==> src/rtl/uart_tx_dev.sv <==
// Memory-mapped 8N1 UART transmitter with a TX FIFO, programmable bit rate and "all sent" interrupt.
// Optional even-parity support is compiled in when UART_TX_PARITY_EN is defined.
module uart_tx_dev #(
    parameter int          FifoDepth   = 8,
    parameter logic [15:0] ClkDivReset = 16'd15
) (
    input  logic        clk_i,
    input  logic        rst_i,
    input  logic        req_i,
    input  logic        we_i,
    input  logic [3:0]  be_i,
    input  logic [31:0] addr_i,
    input  logic [31:0] wdata_i,
    output logic        rvalid_o,
    output logic [31:0] rdata_o,
    output logic        err_o,
    output logic        tx_o,
    output logic        irq_o
);

    localparam int PtrW = $clog2(FifoDepth);
    localparam int CntW = PtrW + 1;

    localparam logic [2:0] ST_IDLE   = 3'd0;
    localparam logic [2:0] ST_START  = 3'd1;
    localparam logic [2:0] ST_DATA   = 3'd2;
`ifdef UART_TX_PARITY_EN
    localparam logic [2:0] ST_PARITY = 3'd3;
`endif
    localparam logic [2:0] ST_STOP   = 3'd4;

    // FIFO storage and bookkeeping
    logic [7:0]      mem [FifoDepth];
    logic [PtrW-1:0] wr_ptr_reg;
    logic [PtrW-1:0] rd_ptr_reg;
    logic [CntW-1:0] count_reg;

    // Control registers
    logic [15:0] clkdiv_reg;
    logic        ctrl_en_reg;
    logic        ctrl_irqen_reg;
    logic        ctrl_par_bit;
`ifdef UART_TX_PARITY_EN
    logic        ctrl_par_reg;
    logic        par_frame_reg;
`endif

    // Serialiser
    logic [2:0]  state_reg;
    logic [15:0] bit_cnt_reg;
    logic [2:0]  bit_idx_reg;
    logic [7:0]  data_reg;
    logic        tx_reg;
    logic        irq_reg;

    // Bus response
    logic        rvalid_reg;
    logic [31:0] rdata_reg;
    logic        err_reg;
    logic [31:0] rdata_next;
    logic        err_next;

    logic [7:0]  reg_idx;
    logic        is_txdata, is_status, is_clkdiv, is_ctrl, addr_ok;
    logic        wr_acc;
    logic        full, empty, busy;
    logic        push, pop, tx_drop;
    logic        bit_end;
    logic [7:0]  pop_data;
    logic [7:0]  level;
    logic [31:0] status_word;
    logic        unused_bits;

    assign reg_idx   = addr_i[9:2];
    assign is_txdata = (reg_idx == 8'd0);
    assign is_status = (reg_idx == 8'd1);
    assign is_clkdiv = (reg_idx == 8'd2);
    assign is_ctrl   = (reg_idx == 8'd3);
    assign addr_ok   = (reg_idx < 8'd4);
    assign wr_acc    = req_i & we_i;

    assign full    = (count_reg == CntW'(FifoDepth));
    assign empty   = (count_reg == '0);
    assign busy    = (state_reg != ST_IDLE);
    assign bit_end = (bit_cnt_reg == 16'd0);

    // Full is judged on the registered count, so a same-cycle pop never makes room.
    assign push    = wr_acc & is_txdata & be_i[0] & ~full;
    assign tx_drop = wr_acc & is_txdata & be_i[0] & full;
    assign pop     = ctrl_en_reg & ~empty &
                     ((state_reg == ST_IDLE) | ((state_reg == ST_STOP) & bit_end));
    assign pop_data = mem[rd_ptr_reg];

    assign level       = {{(8 - CntW){1'b0}}, count_reg};
    assign status_word = {16'd0, level, 5'd0, busy, empty, full};

`ifdef UART_TX_PARITY_EN
    assign ctrl_par_bit = ctrl_par_reg;
`else
    assign ctrl_par_bit = 1'b0;
`endif

    assign unused_bits = ^{addr_i[31:10], addr_i[1:0], be_i[3:2], wdata_i[31:16]};

    always_ff @(posedge clk_i) begin
        if (push) begin
            mem[wr_ptr_reg] <= wdata_i[7:0];
        end
    end

    always_ff @(posedge clk_i or posedge rst_i) begin
        if (rst_i) begin
            wr_ptr_reg <= '0;
            rd_ptr_reg <= '0;
            count_reg  <= '0;
        end else begin
            if (push) begin
                wr_ptr_reg <= wr_ptr_reg + PtrW'(1);
            end
            if (pop) begin
                rd_ptr_reg <= rd_ptr_reg + PtrW'(1);
            end
            case ({push, pop})
                2'b10:   count_reg <= count_reg + CntW'(1);
                2'b01:   count_reg <= count_reg - CntW'(1);
                default: count_reg <= count_reg;
            endcase
        end
    end

    always_ff @(posedge clk_i or posedge rst_i) begin
        if (rst_i) begin
            clkdiv_reg     <= ClkDivReset;
            ctrl_en_reg    <= 1'b0;
            ctrl_irqen_reg <= 1'b0;
`ifdef UART_TX_PARITY_EN
            ctrl_par_reg   <= 1'b0;
`endif
        end else begin
            if (wr_acc && is_clkdiv) begin
                if (be_i[0]) clkdiv_reg[7:0]  <= wdata_i[7:0];
                if (be_i[1]) clkdiv_reg[15:8] <= wdata_i[15:8];
            end
            if (wr_acc && is_ctrl && be_i[0]) begin
                ctrl_en_reg    <= wdata_i[0];
                ctrl_irqen_reg <= wdata_i[1];
`ifdef UART_TX_PARITY_EN
                ctrl_par_reg   <= wdata_i[2];
`endif
            end
        end
    end

    always_comb begin
        rdata_next = 32'd0;
        if (req_i && !we_i) begin
            if (is_status) rdata_next = status_word;
            if (is_clkdiv) rdata_next = {16'd0, clkdiv_reg};
            if (is_ctrl)   rdata_next = {29'd0, ctrl_par_bit, ctrl_irqen_reg, ctrl_en_reg};
        end
        err_next = req_i & (~addr_ok | tx_drop);
    end

    always_ff @(posedge clk_i or posedge rst_i) begin
        if (rst_i) begin
            rvalid_reg <= 1'b0;
            rdata_reg  <= 32'd0;
            err_reg    <= 1'b0;
            irq_reg    <= 1'b0;
        end else begin
            rvalid_reg <= req_i;
            rdata_reg  <= rdata_next;
            err_reg    <= err_next;
            irq_reg    <= ctrl_irqen_reg & empty & (state_reg == ST_IDLE);
        end
    end

    // The bit counter is reloaded from CLKDIV at every bit start, so divider changes land on bit boundaries.
    always_ff @(posedge clk_i or posedge rst_i) begin
        if (rst_i) begin
            state_reg     <= ST_IDLE;
            bit_cnt_reg   <= 16'd0;
            bit_idx_reg   <= 3'd0;
            data_reg      <= 8'd0;
            tx_reg        <= 1'b1;
`ifdef UART_TX_PARITY_EN
            par_frame_reg <= 1'b0;
`endif
        end else begin
            if (state_reg != ST_IDLE && !bit_end) begin
                bit_cnt_reg <= bit_cnt_reg - 16'd1;
            end
            case (state_reg)
                ST_IDLE: begin
                    if (pop) begin
                        state_reg     <= ST_START;
                        tx_reg        <= 1'b0;
                        bit_cnt_reg   <= clkdiv_reg;
                        data_reg      <= pop_data;
`ifdef UART_TX_PARITY_EN
                        par_frame_reg <= ctrl_par_reg;
`endif
                    end
                end
                ST_START: begin
                    if (bit_end) begin
                        state_reg   <= ST_DATA;
                        bit_idx_reg <= 3'd0;
                        tx_reg      <= data_reg[0];
                        bit_cnt_reg <= clkdiv_reg;
                    end
                end
                ST_DATA: begin
                    if (bit_end) begin
                        bit_cnt_reg <= clkdiv_reg;
                        if (bit_idx_reg == 3'd7) begin
`ifdef UART_TX_PARITY_EN
                            if (par_frame_reg) begin
                                state_reg <= ST_PARITY;
                                tx_reg    <= ^data_reg;
                            end else begin
                                state_reg <= ST_STOP;
                                tx_reg    <= 1'b1;
                            end
`else
                            state_reg <= ST_STOP;
                            tx_reg    <= 1'b1;
`endif
                        end else begin
                            bit_idx_reg <= bit_idx_reg + 3'd1;
                            tx_reg      <= data_reg[bit_idx_reg + 3'd1];
                        end
                    end
                end
`ifdef UART_TX_PARITY_EN
                ST_PARITY: begin
                    if (bit_end) begin
                        state_reg   <= ST_STOP;
                        tx_reg      <= 1'b1;
                        bit_cnt_reg <= clkdiv_reg;
                    end
                end
`endif
                ST_STOP: begin
                    if (bit_end) begin
                        if (pop) begin
                            state_reg     <= ST_START;
                            tx_reg        <= 1'b0;
                            bit_cnt_reg   <= clkdiv_reg;
                            data_reg      <= pop_data;
`ifdef UART_TX_PARITY_EN
                            par_frame_reg <= ctrl_par_reg;
`endif
                        end else begin
                            state_reg <= ST_IDLE;
                        end
                    end
                end
                default: begin
                    state_reg <= ST_IDLE;
                    tx_reg    <= 1'b1;
                end
            endcase
        end
    end

    assign rvalid_o = rvalid_reg;
    assign rdata_o  = rdata_reg;
    assign err_o    = err_reg;
    assign tx_o     = tx_reg;
    assign irq_o    = irq_reg;

endmodule

==> config.mk <==
export PLATFORM = sky130hd
export DESIGN_NAME = uart_tx_dev
export DESIGN_NICKNAME = d
export VERILOG_FILES = /design/src/rtl/uart_tx_dev.sv
export SDC_FILE = /design/constraint.sdc
export NUM_CORES = 1
export LEC_CHECK = 0
export ABC_AREA = 1
export CAP_MARGIN = 20
export CORE_AREA = 5 5 124 137
export DETAILED_ROUTE_END_ITERATION = 12
export DIE_AREA = 0 0 129 142
export PLACE_DENSITY = 0.75
export SETUP_SLACK_MARGIN = 0.15
export SYNTH_ARGS = -nofsm -noshare
export SYNTH_HDL_FRONTEND = slang
export SYNTH_SLANG_ARGS = --single-unit
==> constraint.sdc <==
create_clock -name clk_i -period 2.6 [get_ports clk_i]
set_input_delay 0.52 -clock clk_i [delete_from_list [all_inputs] [get_ports clk_i]]
set_output_delay 0.52 -clock clk_i [all_outputs]
set_load 0.01 [all_outputs]
==> results of run 1 <==
final cells by class:
cell class	instances	area, sq um
clock buffer	18	429
multi-input combinational	514	2600
fill	1366	7250
tap	200	250
timing repair buffer	76	706
clock inverter	14	116
inverter	68	262
sequential	142	3880
cell families after synthesis:
kind of cell	synth area share (%)
other cells	0.0551
mux	0.497
simple gates	21.7
xor+xnor	1.93
buf+inv	6.84
fa+ha+maj	1.95
compound gates	10.0
flops	57.0
worst max path at each step:
stage	startpoint	end	slack (ns)
6_report	req_i	count_reg[3]	0.28
5_1_grt	bit_cnt_reg[0]	count_reg[3]	0.06
4_1_cts	count_reg[2]	count_reg[3]	0.19
3_5_place_dp	req_i	count_reg[3]	-0.07
3_3_place_gp	req_i	count_reg[3]	-0.07
2_1_floorplan	bit_cnt_reg[0]	count_reg[3]	0.10
cells in the final DEF (no fill, tap or decap), drive strengths merged, types with 4 or more instances in the layout:
master,netlist,final
nand2,162,162
xor2,11,11
xnor2,4,4
clkbuf,10,18
a31oi,8,8
nor3,20,20
edfxtp,64,64
ha,9,9
dfstp,5,5
buf,24,27
nor2,114,114
clkinv,3,11
nand3,40,40
o22ai,16,16
dfrtp,73,73
o21ai,57,57
clkdlybuf4s50,0,49
nand4,9,9
inv,65,67
a21oi,24,24
o211ai,5,5
conb,1,16
worst reg2reg max path: stages (launching register included):
cell	delay [ns]
dfrtp_1	0.40
inv_2	0.10
ha_4	0.14
nand3_2	0.07
nor2_2	0.12
nand2_2	0.07
nand2_2	0.10
nand2_4	0.06
inv_4	0.07
ha_4	0.16
ha_4	0.22
nand2_2	0.07
nor2_2	0.04
a211oi_2	0.23
nor2_1	0.07
nor2_1	0.10
nand2_1	0.07
xor2_1	0.13
repair_timing:
action,4_1_cts,5_1_grt
resized for setup,0,15
endpoints found under the setup margin,0,1
buffers inserted,0,1
stage by stage:
stage               utilization [%]  setup WS, ns  total power [uW]  area [sq um]
floorplan                         -         0.100              3490          6900
global placement               49.2       -0.0659              3730          7630
detailed placement             49.2       -0.0737              3760          7630
CTS                            52.8         0.186              5970          8170
global route                   53.2        0.0553              6320          8240
finish                         53.2         0.281              5990          8240
power breakdown:
group | internal, uW | switching (uW) | leakage (uW)
sequential | 2510 | 168 | 0.00154
clock | 1310 | 909 | 0.000266
combinational | 433 | 656 | 0.00170
metal layers:
| metal | vias up | GRT usage [%] |
|---|---|---|
| li1 | 2616 | - |
| met1 | 2506 | 22.0 |
| met2 | 132 | 29.4 |
| met3 | 20 | 3.57 |
| met4 | 0 | 6.19 |
| met5 | - | 0 |
==> run_results.csv, run 1 <==
group,metric,value,unit
run_status,status,"complete, no violations",
cts,cts_tree,"yes",
sta,fin_crit_sh,89.2,%
pwr,ir_drop,0.437,mV
route,m1WireLength,6340,microns
critical_path,rr_worst_depth,17,
synth,ys_seq_area_share,57.0,%
pwr,p_leak,0.00351,uW
sta,fmax,0.431,GHz
synth,ys_ff_latch,142,
placement,place_congestion,0.844,
global_routing,grt.overflow.total,0,
finish,drive_above_1_share,12.6,%
sta,setup_viol,0,
critical_path,worstSetupStartpointType,"primary input",
global_routing,grt_usage,17.3,%
synth,ys_types,42,
hold_path,min_from,"tx_o",
sta,drv_slew,0,
critical_path,worstPathArrival,2.62,ns
die,chipWidth,129,microns
sta,finalHoldViolCount,0,
synth,ys.flop_type,"dfrtp_1",
critical_path,path_buf_inv,2,
hold_path,holdPathEnd,"tx_o",
cts,postCtsHoldBufs,0,
sta,finalCriticalPeriod,2.32,ns
critical_path,r2r_start,"bit_cnt_reg[0]",
synth,yosys-top-cells-count,"nand2_1, nor2_1, dfrtp_1",
cts,cts_made_buffers,17,
sta,clock_skew,0.00872,ns
cts,cts.sinks,142,
global_routing,grt_max_degree,46,
die,die_h,142,microns
global_routing,grt_pass1_vias,5133,
critical_path,r2r_setup_slack,0.28,ns
cts,clock_path_buffers,2,
finish,diodes,0,
synth,synth_top_area_share,28.3,%
critical_path,crit_path_max_incr_delay,0.48,ns
critical_path,critical_path.cell_chain,"clkdlybuf4s50_1, and3_1, nand3_1, inv_1, nand2_1, ha_4, ha_4, nand2_2, nor2_2, a211oi_2, nor2_1, nor2_1, nand2_1, xor2_1",
die,dieArea,18300,sq um
critical_path,critPathRequiredTime,2.90,ns
route,drc,0,
global_routing,grt_first_pass_wirelength,24800,microns
route,dr_wl_met2,7740,microns
cts,insertion_delay,0.42,ns
route,dr.max_layer_used,"met4",
critical_path,cp.depth,14,
die,core.rowCount,48,
die,initial_core_util,43.9,%
synth,synth_edf_count,64,
cts,h-tree-depth,4,
finish,largest_reg_flops,64,
route,wire_per_inst,14.7,microns
synth,yosysTopAreaCell,"edfxtp_1",
route,first_iter_violations,354,
synth,synthArstFlopShare,54.9,%
placement,place_inst,999,
hold_path,hold_path_class,"reg2reg",
synth,syn_area,6800,sq um
sta,setup_tns,0,ns
die,io_pins,108,
sta,rsz0062_at_grt,"true",
route,met3_length,791,microns
finish,regMostFlops,"mem",
critical_path,slowest_stage,"clkdlybuf4s50_1",
sta,max_slew_margin,60.9,%
finish,area_growth,21.2,%
finish,final_nets,901,
sta,whs,0.472,ns
critical_path,path_max_fanout,3,
pwr,p_per_area,727,nW/um^2
route,drtAntennaViolNets,0,
global_routing,antenna_found_initial,0,
synth,synthTopCellsByArea,"edfxtp_1, dfrtp_1, nand2_1",
synth,synthMostInstantiatedCell,"nand2_1",
route,firstDrtPassIters,5,
cts,cts-root-buf,"clkbuf_16",
finish,final-instance-count-excl-fill,1032,
route,vias,5274,
route,viasPerCell,5.11,
hold_path,min_path_cells,2,
placement,port_buffers,49,
sta,tightest_slew,0.586,ns
synth,synth.avg_cell_area,9.16,sq um
critical_path,crit_path_end_kind,"flip-flop",
synth,synth_cells,743,
critical_path,cpLargestDelayFamily,"simple AND/OR/NAND/NOR gates",
die,core,15500,sq um
run,maxCapViolCount,0,
route,wirelength,15200,microns
cts,clkTransAtPathRegs,0.06,ns
critical_path,worstSetupPathType,"in2reg",
placement,dp_hpwl,10700,microns
synth,yosys_warnings,0,
critical_path,rr_endpoint,"count_reg[3]",
Power figures use the tool's default switching activity.
==> run 2, diff against run 1 <==
--- a/config.mk
+++ b/config.mk
@@ -7,9 +7,10 @@
 export LEC_CHECK = 0
 export ABC_AREA = 1
 export CAP_MARGIN = 20
-export CORE_AREA = 5 5 124 137
+export CORE_AREA = 2 2 121 134
 export DETAILED_ROUTE_END_ITERATION = 12
-export DIE_AREA = 0 0 129 142
+export DIE_AREA = 0 0 123 136
+export MAX_ROUTING_LAYER = met4
 export PLACE_DENSITY = 0.75
 export SETUP_SLACK_MARGIN = 0.15
 export SYNTH_ARGS = -nofsm -noshare
==> run 2 against run 1 <==
Compared with the run above:
- die area fell by 8.7%
- hold slack got worse by 0.0092 ns
- first-iteration DRC count rose by 37%
- sequential power barely moved
- utilization rose by 0.50 points
- non-clock buffer count rose by 4
- register-to-register slack barely moved
- critical path type is now reg2reg
- highest routed layer unchanged
==> run_results.csv, run 2 (synthesis results as in run 1) <==
group,metric,value,unit
sta,whs,0.463,ns
run,maxCapViolCount,0,
hold_path,hold_path_class,"in2async",
critical_path,critical_path.cell_chain,"inv_2, ha_4, nand3_2, nor2_2, nand2_2, nand2_2, nand2_4, inv_4, ha_4, ha_4, nand2_2, nor2_1, a211oi_2, nor2_1, nor2_1, nand2_1, xor2_1",
die,die_h,136,microns
route,first_iter_violations,486,
finish,regMostFlops,"mem",
cts,h-tree-depth,4,
finish,mostFrequentLayoutCells,"nand2_1, nor2_1, dfrtp_1",
die,initial_core_util,43.9,%
sta,finalCriticalPeriod,2.33,ns
finish,final_common_cell,"nand2_1",
critical_path,worstSetupPathType,"reg2reg",
die,dieArea,16700,sq um
pwr,power.share.sequential,42.8,%
global_routing,grt_first_pass_wirelength,24600,microns
sta,setup_viol,0,
sta,fmax,0.429,GHz
global_routing,antenna_found_initial,0,
finish,largest_reg_flops,64,
finish,area_growth,22.3,%
finish,drive_above_1_share,12.8,%
cts,clkTransAtPathRegs,0.06,ns
sta,finalHoldViolCount,0,
cts,insertion_delay,0.42,ns
pwr,sw_frac_of_total,28.4,%
critical_path,crit_path_max_incr_delay,0.40,ns
placement,place_inst,1001,
finish,diodes,0,
cts,cts_made_buffers,17,
sta,clock_skew,0.00657,ns
sta,max_slew_margin,64.8,%
critical_path,critPathRequiredTime,2.91,ns
critical_path,worstPathArrival,2.64,ns
pwr,ir_drop,0.436,mV
sta,tightest_slew,0.527,ns
cts,cts-root-buf,"clkbuf_16",
finish,final-instance-count-excl-fill,1036,
cts,cts.sinks,142,
sta,rsz0062_at_grt,"true",
sta,drv_slew,0,
sta,fin_crit_sh,89.7,%
pwr,power_frac_comb,18.1,%
route,drtAntennaViolNets,0,
pwr,p_int,4480,uW
pwr,total_power,6250,uW
die,chipWidth,123,microns
die,core.rowCount,48,
pwr,p_per_area,751,nW/um^2
finish,final_nets,905,
cts,cts_tree,"yes",
route,vias,5340,
critical_path,path_max_fanout,3,
pwr,switchingPower,1780,uW
global_routing,grt_pass1_vias,5073,
die,core,15500,sq um
pwr,p_clk_share,39.0,%
critical_path,worstSetupStartpointType,"flip-flop",
critical_path,crit_path_end_kind,"flip-flop",
route,drc,0,
critical_path,slowest_stage,"dfrtp_1",
run_status,status,"complete, no violations",
die,io_pins,108,
route,wirelength,15500,microns
placement,port_buffers,49,
global_routing,grt_max_degree,64,
placement,dp_hpwl,10600,microns
route,viasPerCell,5.15,
global_routing,grt_usage,20.1,%
global_routing,grt.overflow.total,0,
route,wire_per_inst,15.0,microns
pwr,p_leak,0.00355,uW
route,firstDrtPassIters,5,
placement,place_congestion,0.873,
cts,clock_path_buffers,2,
sta,setup_tns,0,ns
[run 2: repair_timing]
action / CTS / global route
buffers inserted: 0 / 3
gates resized for setup: 0 / 13
hold buffers: 0 / 0
setup endpoints to repair: 0 / 2
[run 2: cell type report]
class / instances / area [sq um]
clock buffers: 18 / 429
repair buffers: 80 / 736
multi-input cells: 514 / 2600
fillers: 1365 / 7170
inverters: 68 / 262
flip-flops and latches: 142 / 3880
well taps: 200 / 250
clock inverters: 14 / 166
[run 2: layer usage]
metal  vias up  GRT usage (%)  part of all wire, %
li1       2625              -                    -
met1      2509           24.4                   41
met2       170           32.4                   51
met3        36           4.03                  5.3
met5         -              -                    0
met4         0           9.15                  3.1
[run 2: worst paths after layout]
kind                                  to           start  slack [ns]  cells after the start
max                         count_reg[3]  bit_cnt_reg[0]        0.27                     17
min in group clk_i                  tx_o            tx_o        0.47                      2
max reg2reg                 count_reg[3]  bit_cnt_reg[0]        0.27                     17
max in group asynchronous  clkdiv_reg[0]           rst_i        1.45                      3
min                        wr_ptr_reg[2]           rst_i        0.46                      2
min reg2reg                         tx_o            tx_o        0.47                      2
[run 2: critical path: cells and delay by family (launching register included)]
family,cells,cell delay [ns]
AND/OR/NAND/NOR,10,0.79
adder cells (fa/ha/maj),3,0.51
flip-flops,1,0.40
AO/OA/AOI/OAI,1,0.22
buffers and inverters,2,0.17
XOR/XNOR,1,0.13
[run 2: power by group through the flow]
stage | logic [uW] | registers [uW] | clock network (uW)
2_1_floorplan | 809 | 2680 | 0
3_3_place_gp | 1030 | 2710 | 0
3_5_place_dp | 1060 | 2710 | 0
4_1_cts | 1060 | 2670 | 2460
5_1_grt | 1290 | 2700 | 2580
6_report | 1130 | 2680 | 2440
[run 2: stage by stage]
stage	instance area, sq um	setup WS [ns]	utilization [%]
CTS	8240	0.203	53.2
floorplan	6900	0.100	-
finish	8320	0.268	53.7
global route	8320	0.0919	53.7
global placement	7640	-0.0666	49.3
detailed placement	7640	-0.0770	49.3
